File: config.mk
export PLATFORM = sky130hd
export DESIGN_NAME = shift_add_mult_ctrl_flat
export DESIGN_NICKNAME = d
export VERILOG_FILES = /design/src/rtl/shift_add_mult_ctrl_pkg.sv /design/src/rtl/shift_add_mult_ctrl_if.sv /design/src/rtl/shift_add_mult_ctrl_ripple_adder.sv /design/src/rtl/shift_add_mult_ctrl.sv /design/src/flat_wrapper.sv
export SDC_FILE = /design/constraint.sdc
export NUM_CORES = 1
export LEC_CHECK = 0
export BUFFER_PORTS_ARGS = -buffer_cell sky130_fd_sc_hd__buf_2
export CORE_ASPECT_RATIO = 1.1
export CORE_MARGIN = 2
export CORE_UTILIZATION = 45
export DETAILED_ROUTE_END_ITERATION = 10
export GPL_ROUTABILITY_DRIVEN = 0
export GPL_TIMING_DRIVEN = 0
export HOLD_SLACK_MARGIN = 0.05
export MAX_ROUTING_LAYER = met4
export PLACE_DENSITY = 0.73
export SYNTH_ARGS = -nofsm -noshare
export SYNTH_HDL_FRONTEND = slang
export SYNTH_HIERARCHICAL = 1
export SYNTH_SLANG_ARGS = --single-unit
export TNS_END_PERCENT = 1
File: constraint.sdc
create_clock -name clk -period 2.8 [get_ports clk]
set_input_delay 0.42 -clock clk [delete_from_list [all_inputs] [get_ports clk]]
set_output_delay 0.42 -clock clk [all_outputs]
set_load 0.05 [all_outputs]
File: src/rtl/shift_add_mult_ctrl_pkg.sv
// Shared definitions for the shift-and-add multiplier controller:
// FSM state codes, default operand width and the step-counter width helper.
package shift_add_mult_ctrl_pkg;

  localparam int MULT_DEFAULT_WIDTH = 4;

  localparam logic [1:0] ST_IDLE = 2'd0;
  localparam logic [1:0] ST_RUN  = 2'd1;
  localparam logic [1:0] ST_DONE = 2'd2;

  function automatic int cnt_width(input int w);
    return $clog2(w + 1);
  endfunction

endpackage

File: src/rtl/shift_add_mult_ctrl_if.sv
// Operand start/ready and product valid/ack bundle for shift_add_mult_ctrl.
// master = operand source / product consumer, slave = multiplier controller.
interface shift_add_mult_ctrl_if
  import shift_add_mult_ctrl_pkg::*;
#(
  parameter int WIDTH = MULT_DEFAULT_WIDTH
);

  logic               start;
  logic [WIDTH-1:0]   m;
  logic [WIDTH-1:0]   q;
  logic               ready;
  logic               busy;
  logic               p_valid;
  logic               p_ack;
  logic [2*WIDTH-1:0] p;

  modport master (
    output start, m, q, p_ack,
    input  ready, busy, p_valid, p
  );

  modport slave (
    input  start, m, q, p_ack,
    output ready, busy, p_valid, p
  );

endinterface

File: src/rtl/shift_add_mult_ctrl_ripple_adder.sv
// WIDTH-bit ripple-carry adder built from a chain of 1-bit full adders;
// the single adder shared by every step of the sequential multiplier.
module ripple_adder
  import shift_add_mult_ctrl_pkg::*;
#(
  parameter int WIDTH = MULT_DEFAULT_WIDTH
) (
  input  logic [WIDTH-1:0] a,
  input  logic [WIDTH-1:0] b,
  input  logic             cin,
  output logic [WIDTH-1:0] sum,
  output logic             cout
);

  logic [WIDTH:0] c;

  assign c[0] = cin;

  for (genvar i = 0; i < WIDTH; i++) begin : g_fa
    assign sum[i]   = a[i] ^ b[i] ^ c[i];
    assign c[i+1]   = (a[i] & b[i]) | (c[i] & (a[i] ^ b[i]));
  end

  assign cout = c[WIDTH];

endmodule

File: src/rtl/shift_add_mult_ctrl.sv
// Sequential shift-and-add unsigned multiplier: one add/shift step per clock.
// Optional MULT_EARLY_EXIT_EN finishes as soon as the remaining multiplier bits are zero.
module shift_add_mult_ctrl
  import shift_add_mult_ctrl_pkg::*;
#(
  parameter int WIDTH = MULT_DEFAULT_WIDTH
) (
  input  logic                  clk,
  input  logic                  rst,
  shift_add_mult_ctrl_if.slave  bus
);

  localparam int CNT_W = cnt_width(WIDTH);

  logic [1:0]           state_q, state_d;
  logic [WIDTH-1:0]     a_q, a_d;
  logic [WIDTH-1:0]     q_q, q_d;
  logic [WIDTH-1:0]     m_q, m_d;
  logic [CNT_W-1:0]     cnt_q, cnt_d;
  logic [2*WIDTH-1:0]   p_q, p_d;

  logic [WIDTH-1:0]     addend;
  logic [WIDTH-1:0]     sum;
  logic                 carry;
  logic [2*WIDTH-1:0]   step_aq;
  logic [2*WIDTH-1:0]   next_aq;
  logic                 last_step;
  logic                 finish;

  assign addend = q_q[0] ? m_q : '0;

  ripple_adder #(.WIDTH(WIDTH)) u_adder (
    .a    (a_q),
    .b    (addend),
    .cin  (1'b0),
    .sum  (sum),
    .cout (carry)
  );

  // Right shift of {carry,sum,Q} by one; the carry lands in A's MSB.
  assign step_aq   = {carry, sum, q_q[WIDTH-1:1]};
  assign last_step = (cnt_q == CNT_W'(WIDTH - 1));

`ifdef MULT_EARLY_EXIT_EN
  logic [WIDTH-1:0]     rem_mask;
  logic                 rem_zero;
  logic [CNT_W-1:0]     exit_sh;
  logic [2*WIDTH-1:0]   exit_aq;

  // Low WIDTH-cnt bits of Q are the multiplier bits not yet consumed.
  assign rem_mask = {WIDTH{1'b1}} >> cnt_q;
  assign rem_zero = ~|(q_q & rem_mask);
  assign exit_sh  = CNT_W'(WIDTH) - cnt_q;
  assign exit_aq  = {a_q, q_q} >> exit_sh;
  assign finish   = last_step | rem_zero;
  assign next_aq  = rem_zero ? exit_aq : step_aq;
`else
  assign finish   = last_step;
  assign next_aq  = step_aq;
`endif

  always_comb begin
    state_d = state_q;
    a_d     = a_q;
    q_d     = q_q;
    m_d     = m_q;
    cnt_d   = cnt_q;
    p_d     = p_q;
    case (state_q)
      ST_IDLE: begin
        if (bus.start) begin
          m_d     = bus.m;
          q_d     = bus.q;
          a_d     = '0;
          cnt_d   = '0;
          state_d = ST_RUN;
        end
      end
      ST_RUN: begin
        {a_d, q_d} = next_aq;
        cnt_d      = cnt_q + 1'b1;
        if (finish) begin
          p_d     = next_aq;
          state_d = ST_DONE;
        end
      end
      ST_DONE: begin
        if (bus.p_ack) state_d = ST_IDLE;
      end
      default: state_d = ST_IDLE;
    endcase
  end

  always_ff @(posedge clk or posedge rst) begin
    if (rst) begin
      state_q <= ST_IDLE;
      a_q     <= '0;
      q_q     <= '0;
      m_q     <= '0;
      cnt_q   <= '0;
      p_q     <= '0;
    end else begin
      state_q <= state_d;
      a_q     <= a_d;
      q_q     <= q_d;
      m_q     <= m_d;
      cnt_q   <= cnt_d;
      p_q     <= p_d;
    end
  end

  assign bus.ready   = (state_q == ST_IDLE);
  assign bus.busy    = (state_q == ST_RUN);
  assign bus.p_valid = (state_q == ST_DONE);
  assign bus.p       = p_q;

endmodule

File: src/flat_wrapper.sv
// flat-port wrapper written by rule: the top's interface ports become plain ports
module shift_add_mult_ctrl_flat import shift_add_mult_ctrl_pkg::*;
#(
  parameter int WIDTH = MULT_DEFAULT_WIDTH
)
  (clk, rst, bus_start, bus_m, bus_q, bus_p_ack, bus_ready, bus_busy, bus_p_valid, bus_p);
  shift_add_mult_ctrl_if #(.WIDTH(WIDTH)) bus_i ();
  input  logic clk;
  input  logic rst;
  input wire logic [$bits(bus_i.start)-1:0] bus_start;
  input wire logic [$bits(bus_i.m)-1:0] bus_m;
  input wire logic [$bits(bus_i.q)-1:0] bus_q;
  input wire logic [$bits(bus_i.p_ack)-1:0] bus_p_ack;
  output wire logic [$bits(bus_i.ready)-1:0] bus_ready;
  output wire logic [$bits(bus_i.busy)-1:0] bus_busy;
  output wire logic [$bits(bus_i.p_valid)-1:0] bus_p_valid;
  output wire logic [$bits(bus_i.p)-1:0] bus_p;
  assign bus_i.start = bus_start;
  assign bus_i.m = bus_m;
  assign bus_i.q = bus_q;
  assign bus_i.p_ack = bus_p_ack;
  assign bus_ready = bus_i.ready;
  assign bus_busy = bus_i.busy;
  assign bus_p_valid = bus_i.p_valid;
  assign bus_p = bus_i.p;
  shift_add_mult_ctrl #(.WIDTH(WIDTH)) u_core (.clk(clk), .rst(rst), .bus(bus_i));
endmodule
## Word-level counts from Yosys, hierarchy flattened

Index checks and enable logic that the tools add are counted.

- Register bits: 25
- Bits of input ports: 12
- Output and inout bits: 11
- Logic and storage cells: 47

- Add/subtract/negate cells: 1
- Eq/ne operators: 6
- Muxes and demuxes: 11
- Bitwise logic cells: 17
- Reductions and logical operators: 6

Operators with widths:

| kind | number |
|---|---|
| case mux 4 bit (2 select lines) | 2 |
| two-way mux 4 bit | 3 |
| AND 1 bit | 7 |
| bitwise XOR 1 bit | 7 |
| two-way mux 2 bit | 3 |
| case mux 2 bit (3 select lines) | 1 |
| case mux 3 bit (2 select lines) | 1 |
| AND reduction 2 bit | 3 |
| != test 2 bit (second input constant) | 2 |
| adder 3 x 1 -> 3 bit (second input constant) | 1 |
| equality test 3 x 2 -> 1 bit (second input constant) | 1 |
| two-way mux 3 bit | 1 |
| bitwise OR 1 bit | 3 |
| AND reduction 3 bit | 1 |
| equality test 2 x 1 -> 1 bit (second input constant) | 1 |
| equality test 2 bit (second input constant) | 1 |
| zero test 2 bit | 1 |
| != test 2 x 1 -> 1 bit (second input constant) | 1 |
| nonzero test 2 bit | 1 |

## Logic depth before layout (Yosys ltp)

Gate-level depths: netlist (run 1).

- Word-level depth: 9
- Mapped depth: 10
- Mapped depth without buffers: 10

## Cells and area by module

Netlist (run 1), hierarchy kept.

By module, submodules not included:

| module | instances | cells an instance | area each (um2) | sequential area each (um2) |
|---|---|---|---|---|
| shift_add_mult_ctrl | 1 | 81 | 1083.5 | 625.6 |
| ripple_adder | 1 | 14 | 117.6 | 0.0 |

## Worst setup path after synthesis (run 1)

Ideal clock, no wire load.

- Kind: register to register
- Start: register u_core.q_q[0]
- End: register u_core.p_q[6], in the netlist u_core/bus.p[6]
- Library setup time: 0.066 ns
- Data arrival time: 2.187 ns
- Required time: 2.734 ns
- Slack: 0.547 ns
- Stages on the path, launching flop included: 11
- Path buffers: 0
- Period minus slack after synthesis: 2.253 ns
- Cells stage by stage: dfrtp_1 and2_1 fa_1 inv_1 fa_1 inv_1 fa_1 inv_1 fa_1 inv_1 mux2_4

- Longest elaborated chain between the ends: 7
- Elaborated cells on any way between the ends: 12
- Those cells by class: 1 x mux; 11 x bitwise

Ends and longest elaborated chain:

| what | line | RTL |
|---|---|---|
| start, declared | shift_add_mult_ctrl.sv:17 | `logic [WIDTH-1:0] q_q, q_d;` |
| start signal, assigned | shift_add_mult_ctrl.sv:105 | `q_q <= q_d;` |
| two-way mux 4 bit | shift_add_mult_ctrl.sv:30 | `assign addend = q_q[0] ? m_q : '0;` |
| via u_core.addend[0] | shift_add_mult_ctrl.sv:22 | `logic [WIDTH-1:0] addend;` |
| AND 1 bit (2 in series) | shift_add_mult_ctrl_ripple_adder.sv:21 | `assign c[i+1] = (a[i] & b[i]) \| (c[i] & (a[i] ^ b[i]));` |
| bitwise OR 1 bit | shift_add_mult_ctrl_ripple_adder.sv:21 |  |
| AND 1 bit | shift_add_mult_ctrl_ripple_adder.sv:21 |  |
| bitwise OR 1 bit | shift_add_mult_ctrl_ripple_adder.sv:21 |  |
| bitwise XOR 1 bit | shift_add_mult_ctrl_ripple_adder.sv:20 | `assign sum[i] = a[i] ^ b[i] ^ c[i];` |
| via u_core.sum[3] | shift_add_mult_ctrl.sv:23 | `logic [WIDTH-1:0] sum;` |
| end signal, assigned | shift_add_mult_ctrl.sv:108 | `p_q <= p_d;` |
| end, declared | shift_add_mult_ctrl.sv:20 | `logic [2*WIDTH-1:0] p_q, p_d;` |

The timed path passes the listed nets, and every way through them passes these cells.
A chain may end at the register's enable or synchronous reset.

## Worst setup path after layout (run 1)

Ends and elaborated chain as after synthesis.

==> results of run 1 <==
==> per-stage QoR <==
step	util	worst slack [ns]	hold slack, ns
after floorplan	-	0.5465	0.4473
after global placement	0.5358	0.4576	0.4637
after detailed placement	0.5358	0.3851	0.4858
after CTS	0.5462	0.3555	0.2553
after global routing	0.5462	0.2147	0.2517
final	0.5462	0.3430	0.2694
==> critical path, cell delays in order, from the launching register on <==
cell and delay [ns]:
dfrtp_1 0.45, and2_1 0.20, fa_1 0.41, inv_1 0.08, fa_1 0.16, inv_1 0.05
fa_1 0.35, inv_1 0.08, fa_1 0.41, inv_1 0.08, mux2_4 0.13
==> cells in the mapped netlist (all sizes together) <==
cell type | number | area, µm²
a21oi | 5 | 25.02
a22o | 5 | 43.79
and2 | 4 | 25.02
conb | 1 | 3.750
dfrtp | 25 | 625.6
fa | 4 | 80.08
ha | 2 | 25.02
inv | 15 | 61.31
mux2 | 12 | 165.2
nand2 | 3 | 27.53
nand2b | 2 | 22.52
nor2 | 4 | 15.01
nor2b | 1 | 6.260
o21ai | 2 | 10.01
o21bai | 1 | 7.510
o22ai | 8 | 50.05
o31ai | 1 | 7.510
==> sequential cells by signal, indices dropped and copies added, names as in the netlist <==
| signal | count |
|---|---|
| u_core/q_q | 4 |
| u_core/bus.p | 8 |
| u_core/cnt_q | 3 |
| u_core/state_q | 2 |
| u_core/a_q | 4 |
| u_core/m_q | 4 |
==> layout make-up <==
cell class | count | share of cell area
Tap cell | 31 | 0.02818
Inverter | 15 | 0.04455
Timing Repair Buffer | 22 | 0.08000
Multi-Input combinational cell | 55 | 0.3736
Sequential cell | 25 | 0.4545
Clock buffer | 4 | 0.01909
==> layer usage <==
layer	part of all wire	vias up
met4	0.013	0
met3	0.027	2
met1	0.44	400
li1	-	376
met5	0	-
met2	0.52	16
==> cells in the final DEF, fill, tap and decap left out <==
cell type and count:
conb_1 1, nand2b_2 1, and2_1 4, inv_1 14, clkbuf_4 3, ha_1 2, nor2b_1 1, o31ai_1 1
nand2_1 2, mux2_2 4, inv_6 1, o21ai_0 2, a21oi_1 5, nand2_8 1, mux2_4 8, clkbuf_1 1
dfrtp_1 25, nor2_1 4, a22o_1 5, o22ai_1 8, fa_1 4, nand2b_4 1, buf_2 22, o21bai_1 1
==> logic make-up after synthesis <==
| family | count (synthesis) |
|---|---|
| adders and majority gates | 6 |
| other | 1 |
| buffers and inverters | 15 |
| DFF | 25 |
| muxes | 12 |
| AOI/OAI and AO/OA | 22 |
| and+or+nand+nor | 14 |
==> path summary, 6_finish.rpt <==
check	slack, ns	endpoint
max	0.34	u_core/bus.p[6]$_DFFE_PP0P_
min	0.27	u_core/state_q[1]$_DFFE_PP0P_
max reg2reg	0.34	u_core/bus.p[6]$_DFFE_PP0P_
min reg2reg	0.51	u_core/cnt_q[0]$_DFFE_PP0P_
max in group asynchronous	1.97	u_core/bus.p[0]$_DFFE_PP0P_
min in group asynchronous	0.28	u_core/a_q[2]$_DFFE_PP0P_
==> reports/metrics.yaml, run 1 <==
grtUsageTotal: 0.1681
use_met3: 0.02577
synth_top_family_by_area: "multiplexers"
tightest_slew_ns: 0.9071
start_util: 0.4767
crit-reg2reg-launch: "u_core/q_q[0]$_DFFE_PP0P_"
fill_cells: 238
via_per_inst: 5.224
max_freq_ghz: 0.4070
final_cells: 152
regArea_um2: 625.6
avgSynthCellArea_um2: 12.64
hpwl_mm: 1.558
drv_slew: 0
cts_tree: "done"
synth_nets: 113
n_antenna_cell: 0
maxSlewHeadroom: 0.3946
final_antenna_net_count: 0
cts_resized: 0
drive_above_1_share: 0.3388
yosys.cell_types.count: 21
dp.cells: 148
crit_type: "flip-flop to flip-flop"
worstSetupStartpointType: "flip-flop"
hp-class: "input port to flip-flop"
cp.arrival_ns: 2.72
drt-pass1-iter-count: 4
cp_data_required_time_ns: 3.06
wl_mm: 2.062
synthesis.area_mm2: 0.001201
cts_hold_buf: 0
dieArea_mm2: 0.003099
antenna_found_initial: 0
die_h_um: 58.19
clk_path_buf_depth: 2
top_usage_layer: "met2"
startpoint: "u_core/q_q[0]$_DFFE_PP0P_"
hp-start: "bus_p_ack"
routedWlPerCell_um: 13.57
cts_root_buffer: "clkbuf_4"
ys_seq_elements: 25
status: "completed"
rsz0062_at_grt: "false"
grt_overflow: 0
drv_cap: 0
synthAdderAreaFrac: 0.08750
cts_made_buffers: 3
netlist_instances: 95
drcViolationCount: 0
areaGrowthSynthToFinish_pct: 14.58
hold_viol_final: 0
ys_seq_area_frac: 0.5208
clk_pin_slew_ns: 0.13
grt_use_met2: 0.2681
coreArea_mm2: 0.002520
grt_pass1_vias: 820
post_cts_buffers: 0
multi_input_area_um2: 514.2
synth-simple-area-share: 0.08021
grt_max_degree: 26
dpl-instance-area_mm2: 0.001350
h-tree-depth: 1
synthMuxAreaShare: 0.1375
rows: 19
clock_sinks: 25
use_met1: 0.2017
synth.yosys.warnings: 6
min_period_ns: 2.457
final_nets: 140
r2r_cells: 10
finClkSkew_ns: 0.003043
cp_max_fo: 6
vias: 794
final_cell_area_mm2: 0.001376
tns_ns: 0
grt_pass1_wl_mm: 3.615
hold_path_depth: 2
die_w_um: 53.26
synth-xor-area-share: 0
portBuffers: 22
endpoint_kind: "flip-flop"
min_period_over_period: 0.8775
io_pins: 23
synth_compound_area_frac: 0.1198
drtIter0Drc: 21
finalSetupViolations: 0
insertion_delay_ns: 0.31
Power of run 1 is left out: the tool's default activity adds up to more than one toggle a clock period on the data nets, which glitch-free logic cannot reach.
==> run 2: changes to the inputs <==
ABC_AREA = 1   (was unset)
==> run 2 against run 1 <==
  * Maximum frequency grew 0.97%
  * Worst hold slack gained 0.010 ns
  * Flip-flop and latch count is the same
  * Critical path type unchanged
  * Critical endpoint is now u_core/a_q[2]$_DFFE_PP0P_
  * Critical path depth grew 2
  * Non-clock buffer count grew 4
  * First-iteration DRC count shrank 4.8%
==> reports/metrics.yaml, run 2 <==
synth_top_area_frac: 0.5030  # -0.01782
drt-pass1-iter-count: 4  # unchanged
wl_mm: 2.205  # +6.9%
cts_hold_buf: 0  # unchanged
coreArea_mm2: 0.002703  # +7.2%
die_w_um: 54.13  # +1.6%
cp_max_fo: 5  # -1
synth.yosys.warnings: 6  # unchanged
largest_reg_flops: 8  # unchanged
final_antenna_net_count: 0  # unchanged
insertion_delay_ns: 0.31  # about the same
async_flop_share: 1.000  # unchanged
cp_num_buf_inv: 6  # +2
grt_max_degree: 26  # unchanged
clk_pin_slew_ns: 0.13  # about the same
maxSlewHeadroom: 0.3667  # -0.02792
n_antenna_cell: 0  # unchanged
synth_most_common_cell: "nand2_1"
rsz0062_at_grt: "false"
switching_power_uw: 846.0
cts_resized: 0  # unchanged
cp.arrival_ns: 2.67  # -0.05 ns
cts_made_buffers: 3  # unchanged
avgSynthCellArea_um2: 8.697  # -31%
fin_util: 0.5264  # -0.01979
ys_seq_area_frac: 0.5030  # -0.01782
antenna_found_initial: 0  # unchanged
final_cell_mix: "54 x nand2_1, 25 x dfrtp_1, 23 x buf_2"
status: "completed"
grt_pass1_wl_mm: 3.857  # +6.7%
drive_above_1_share: 0.2426  # -0.09624
cts_root_buffer: "clkbuf_4"
ys_seq_elements: 25  # unchanged
total_power_mw: 1.685
crit_type: "flip-flop to flip-flop"
clock_sinks: 25  # unchanged
ys.flop_type: "dfrtp_1"
ys_top_cells_by_count: "54 x nand2_1, 25 x dfrtp_1, 21 x inv_1"
synth_nets: 161  # +42%
min_period_ns: 2.433  # -0.02368 ns
p_seq_frac: 0.362
final_common_cell: "nand2_1"
max_freq_ghz: 0.4110  # +0.97%
synth_edf_count: 0  # unchanged
slowest_stage: "dfrtp_1"
grt_pass1_vias: 925  # +13%
min_period_over_period: 0.8690  # -0.008456
vdd_ir_drop_max_v: 0.0007680
swShare: 0.5021
finClkSkew_ns: 0.006557  # +0.003514 ns
rows: 20  # +1
die_h_um: 59.14  # +1.6%
routedWlPerCell_um: 10.92  # -20%
critical_path.cell_chain: "nand2_1 > inv_1 > fa_1 > inv_1 > fa_1 > inv_1 > fa_1 > inv_1 > fa_1 > inv_1 > inv_1 > o21ai_0"
tns_ns: 0  # unchanged
cp_top_family: "adder cells"
h-tree-depth: 1  # unchanged
io_pins: 23  # unchanged
netlist_instances: 143  # +51%
power_density_mw_per_mm2: 1184
drcViolationCount: 0  # unchanged
power_frac_clock: 0.093
vias: 970  # +22%
finalSetupViolations: 0  # unchanged
clk_path_buf_depth: 2  # unchanged
drtIter0Drc: 20  # -4.8%
drv_slew: 0  # unchanged
yosysTopAreaCell: "dfrtp_1"
hpwl_mm: 1.717  # +10%
post_cts_buffers: 0  # unchanged
p_leak_nw: 0.8131
pwr-share-comb: 0.545
endpoint_kind: "flip-flop"
tightest_slew_ns: 0.9489  # +0.04183 ns
dp.cells: 198  # +34%
yosys.cell_types.count: 19  # -9.5%
grtUsageTotal: 0.1726  # +0.004439
final_cells: 202  # +33%
drv_cap: 0  # unchanged
worstSetupStartpointType: "flip-flop"
final_nets: 188  # +34%
synthesis.area_mm2: 0.001244  # +3.5%
ys_top_cells_by_area: "dfrtp_1 50%, nand2_1 16%, fa_1 6.4%, inv_1 6.3%, nand3_1 4.8%"
p_int_uw: 838.8
hold_viol_final: 0  # unchanged
start_util: 0.4602  # -0.01648
areaGrowthSynthToFinish_pct: 14.39
crit_top_cell: "inv_1"
dieArea_mm2: 0.003201  # +3.3%
cts_tree: "done"
cp_data_required_time_ns: 3.04  # -0.02 ns
hp-class: "input port to flip-flop"
via_per_inst: 4.802  # -8.1%
grt_overflow: 0  # unchanged
slowest_delay_ns: 0.45  # about the same
portBuffers: 22  # unchanged
run 2: cell count changes after synthesis, moves of 3 or more:
cell	previous run	this run
and2_1	4	0
o21ai_0	2	7
o21ai_2	0	5
inv_1	14	21
a21oi_1	5	0
mux2_4	8	0
nor2_1	4	1
nand3_1	0	12
mux2_2	4	0
o22ai_1	8	0
a22o_1	5	0
nand2_1	2	54
run 2: worst paths after layout:
| kind | cells after the start | from | endpoint | slack (ns) |
|---|---|---|---|---|
| hold / removal | 2 | bus_p_ack | u_core/state_q[1]$_DFFE_PP0P_ | 0.28 |
| setup / recovery | 12 | u_core/q_q[0]$_DFFE_PP0P_ | u_core/a_q[2]$_DFFE_PP0P_ | 0.37 |
| hold reg to reg | 2 | u_core/bus.p[3]$_DFFE_PP0P_ | u_core/bus.p[3]$_DFFE_PP0P_ | 0.48 |
| min in group asynchronous | 2 | rst | u_core/bus.p[3]$_DFFE_PP0P_ | 0.30 |
| setup reg to reg | 12 | u_core/q_q[0]$_DFFE_PP0P_ | u_core/a_q[2]$_DFFE_PP0P_ | 0.37 |
| max in group asynchronous | 2 | rst | u_core/bus.p[6]$_DFFE_PP0P_ | 1.92 |
run 2: logic make-up after synthesis:
group / after synthesis / synth area share
AOI/OAI and AO/OA: 13 / 0.06941
adders and majority gates: 6 / 0.08451
buffers and inverters: 27 / 0.09759
DFF: 25 / 0.5030
other: 1 / 0.003015
and+or+nand+nor: 71 / 0.2425
run 2: through the flow:
step,hold WS [ns],setup WS (ns),instance area [µm²]
floorplan,0.4417,0.5575,1244
CTS,0.2734,0.3705,1423
detailed placement,0.4557,0.4029,1395
global route,0.2654,0.2109,1423
finish,0.2797,0.3667,1423
global placement,0.4524,0.4536,1395
run 2: routing by layer:
layer / part of all wire / wire [µm] / up-vias / GRT usage
met3: 0.040 / 88 / 2 / 0.02273
li1: - / - / 484 / -
met4: 0.0095 / 21 / 0 / 0.07500
met1: 0.43 / 950 / 465 / 0.2090
met5: 0 / 0 / - / -
met2: 0.52 / 1144 / 19 / 0.2840
run 2: area by class of cell:
cell class / count / area, µm²
fillers: 252 / 1280
flip-flops and latches: 25 / 625.6
multi-input cells: 91 / 496.7
repair buffers: 22 / 110.1
inverters: 23 / 86.33
well taps: 33 / 41.29
plain buffers: 4 / 35.03
clock buffers: 3 / 22.52
clock inverters: 1 / 5.005
run 2: power groups by stage:
stage	combinational, mW	clock [mW]	sequential (mW)
floorplan	0.564	0	0.772
global placement	0.903	0	0.611
detailed placement	0.928	0	0.618
CTS	0.930	0.162	0.610
global route	1.03	0.177	0.635
finish	0.919	0.156	0.610
(Power assumes the default switching activity.)
==> run 3: changes to the inputs <==
PLACE_DENSITY = unset   (was 0.73)
PLACE_DENSITY_LB_ADDON = 0.1   (was unset)
==> run 3 against run 2 <==
  * Sequential power is essentially flat
  * Worst setup slack gained 0.058 ns
  * Power grew 0.72%
  * Core utilization is the same
  * Routed wire length grew 5.2%
  * Clock power grew 4%
  * Largest power group unchanged
  * Highest routed layer unchanged
==> reports/metrics.yaml, run 3 (synthesis gave the netlist of run 2 again) <==
start_util: 0.4602  # unchanged
rows: 20  # unchanged
power_frac_clock: 0.095  # +0.002
cts_made_buffers: 3  # unchanged
n_antenna_cell: 0  # unchanged
final_common_cell: "nand2_1"
critical_path.cell_chain: "nand2_1 > inv_1 > fa_1 > inv_1 > fa_1 > inv_1 > fa_1 > inv_1 > fa_1 > inv_1 > inv_1 > o21ai_0"
hpwl_mm: 1.746  # +1.7%
dp.cells: 198  # unchanged
die_h_um: 59.14  # unchanged
grt_max_degree: 26  # unchanged
drive_above_1_share: 0.2426  # unchanged
drv_slew: 0  # unchanged
cp_data_required_time_ns: 3.05  # about the same
finClkSkew_ns: 0.004508  # -0.002049 ns
vias: 970  # unchanged
cp_top_family: "adder cells"
io_pins: 23  # unchanged
drtIter0Drc: 10  # -50%
clk_pin_slew_ns: 0.14  # about the same
grt_pass1_vias: 938  # +1.4%
p_leak_nw: 0.8131  # unchanged
endpoint_kind: "flip-flop"
finalSetupViolations: 0  # unchanged
post_cts_buffers: 0  # unchanged
power_density_mw_per_mm2: 1193  # +0.72%
swShare: 0.5066  # +0.004447
clk_path_buf_depth: 2  # unchanged
drt-pass1-iter-count: 4  # unchanged
rr_endpoint: "u_core/a_q[2]$_DFFE_PP0P_"
crit_top_cell: "inv_1"
rrSetupSlack_ns: 0.42  # +0.06 ns
final_cell_mix: "54 x nand2_1, 25 x dfrtp_1, 23 x buf_2"
slowest_delay_ns: 0.45  # about the same
crit_type: "flip-flop to flip-flop"
worstSetupStartpointType: "flip-flop"
dieArea_mm2: 0.003201  # unchanged
drv_cap: 0  # unchanged
grt_pass1_wl_mm: 4.002  # +3.8%
via_per_inst: 4.802  # unchanged
final_cell_area_mm2: 0.001423  # unchanged
p_int_uw: 837.3  # -0.18%
final_antenna_net_count: 0  # unchanged
hp-start: "bus_p_ack"
hold_path_depth: 2  # unchanged
coreArea_mm2: 0.002703  # unchanged
cts_hold_buf: 0  # unchanged
dpl-instance-area_mm2: 0.001395  # unchanged
drcViolationCount: 0  # unchanged
cp_max_fo: 5  # unchanged
insertion_delay_ns: 0.31  # about the same
hp-class: "input port to flip-flop"
cp_num_buf_inv: 6  # unchanged
die_w_um: 54.13  # unchanged
cts_resized: 0  # unchanged
slowest_stage: "dfrtp_1"
holdPathEnd: "u_core/state_q[1]$_DFFE_PP0P_"
r2r_cells: 12  # unchanged
areaGrowthSynthToFinish_pct: 14.39  # unchanged
min_period_ns: 2.375  # -0.05809 ns
maxSlewHeadroom: 0.3712  # +0.004461
min_period_over_period: 0.8483  # -0.02075
final_cells: 202  # unchanged
fill_cells: 277  # +9.9%
vdd_ir_drop_max_v: 0.0005830  # -24%
clock_sinks: 25  # unchanged
grtUsageTotal: 0.1729  # +0.0003316
crit-reg2reg-launch: "u_core/q_q[0]$_DFFE_PP0P_"
final_nets: 188  # unchanged
largest_reg_flops: 8  # unchanged
grt_overflow: 0  # unchanged
switching_power_uw: 859.7  # +1.6%
cts_tree: "done"
cp.arrival_ns: 2.62  # -0.05 ns
rsz0062_at_grt: "false"
portBuffers: 22  # unchanged
pre_cts_ws_ns: 0.4493  # +0.04635 ns
p_seq_frac: 0.358  # -0.004
max_freq_ghz: 0.4210  # +2.4%
layout_setup_ws_ns: 0.4248  # +0.05809 ns
h-tree-depth: 1  # unchanged
tightest_slew_ns: 0.9422  # -0.006684 ns
status: "completed"
cts_root_buffer: "clkbuf_4"
antenna_found_initial: 0  # unchanged
tns_ns: 0  # unchanged
pwr-share-comb: 0.547  # +0.002
hold_viol_final: 0  # unchanged
routedWlPerCell_um: 11.49  # +5.2%
wl_mm: 2.320  # +5.2%
[run 3: cell type report]
type / instances / area [µm²] / share of cell area
Buffer: 4 / 35.03 / 0.02463
Clock buffer: 3 / 22.52 / 0.01583
Clock inverter: 1 / 5.005 / 0.003518
Inverter: 23 / 86.33 / 0.06069
Multi-Input combinational cell: 91 / 496.7 / 0.3492
Sequential cell: 25 / 625.6 / 0.4398
Tap cell: 33 / 41.29 / 0.02902
Timing Repair Buffer: 22 / 110.1 / 0.07740
[run 3: power groups by stage]
stage	sequential [mW]	clock, mW	combinational [mW]
floorplan	0.772	0	0.564
global placement	0.609	0	0.911
detailed placement	0.616	0	0.934
CTS	0.609	0.169	0.937
global route	0.629	0.183	1.04
finish	0.607	0.162	0.928
[run 3: worst max path at each step]
stage / start / end / slack [ns] / cells past startpoint
floorplan: u_core/q_q[0]$_DFFE_PP0P_ / u_core/a_q[2]$_DFFE_PP0P_ / 0.56 / 12
global placement: u_core/q_q[0]$_DFFE_PP0P_ / u_core/a_q[2]$_DFFE_PP0P_ / 0.46 / 12
detailed placement: u_core/q_q[0]$_DFFE_PP0P_ / u_core/a_q[2]$_DFFE_PP0P_ / 0.45 / 12
CTS: u_core/q_q[0]$_DFFE_PP0P_ / u_core/a_q[2]$_DFFE_PP0P_ / 0.41 / 12
global route: u_core/q_q[0]$_DFFE_PP0P_ / u_core/a_q[2]$_DFFE_PP0P_ / 0.23 / 12
finish: u_core/q_q[0]$_DFFE_PP0P_ / u_core/a_q[2]$_DFFE_PP0P_ / 0.42 / 12
[run 3: per-layer routing]
metal / wire length [µm] / global-route usage / vias to the layer above
met1: 1102 / 0.2226 / 465
met5: 0 / - / -
li1: - / - / 486
met4: 17 / 0.05357 / 0
met3: 87 / 0.02525 / 2
met2: 1112 / 0.2788 / 17
[run 3: through the flow]
step / hold slack, ns / utilization / total power, mW
floorplan: 0.4417 / - / 1.336
global placement: 0.4498 / 0.5162 / 1.521
detailed placement: 0.4530 / 0.5162 / 1.550
CTS: 0.2740 / 0.5264 / 1.715
global route: 0.2695 / 0.5264 / 1.853
finish: 0.2827 / 0.5264 / 1.697
[run 3: worst register-to-register path: stages (launching register included)]
cell and delay, ns:
dfrtp_1 0.45, nand2_1 0.09, inv_1 0.05, fa_1 0.38, inv_1 0.07, fa_1 0.15, inv_1 0.04, fa_1 0.35
inv_1 0.07, fa_1 0.40, inv_1 0.06, inv_1 0.05, o21ai_0 0.14
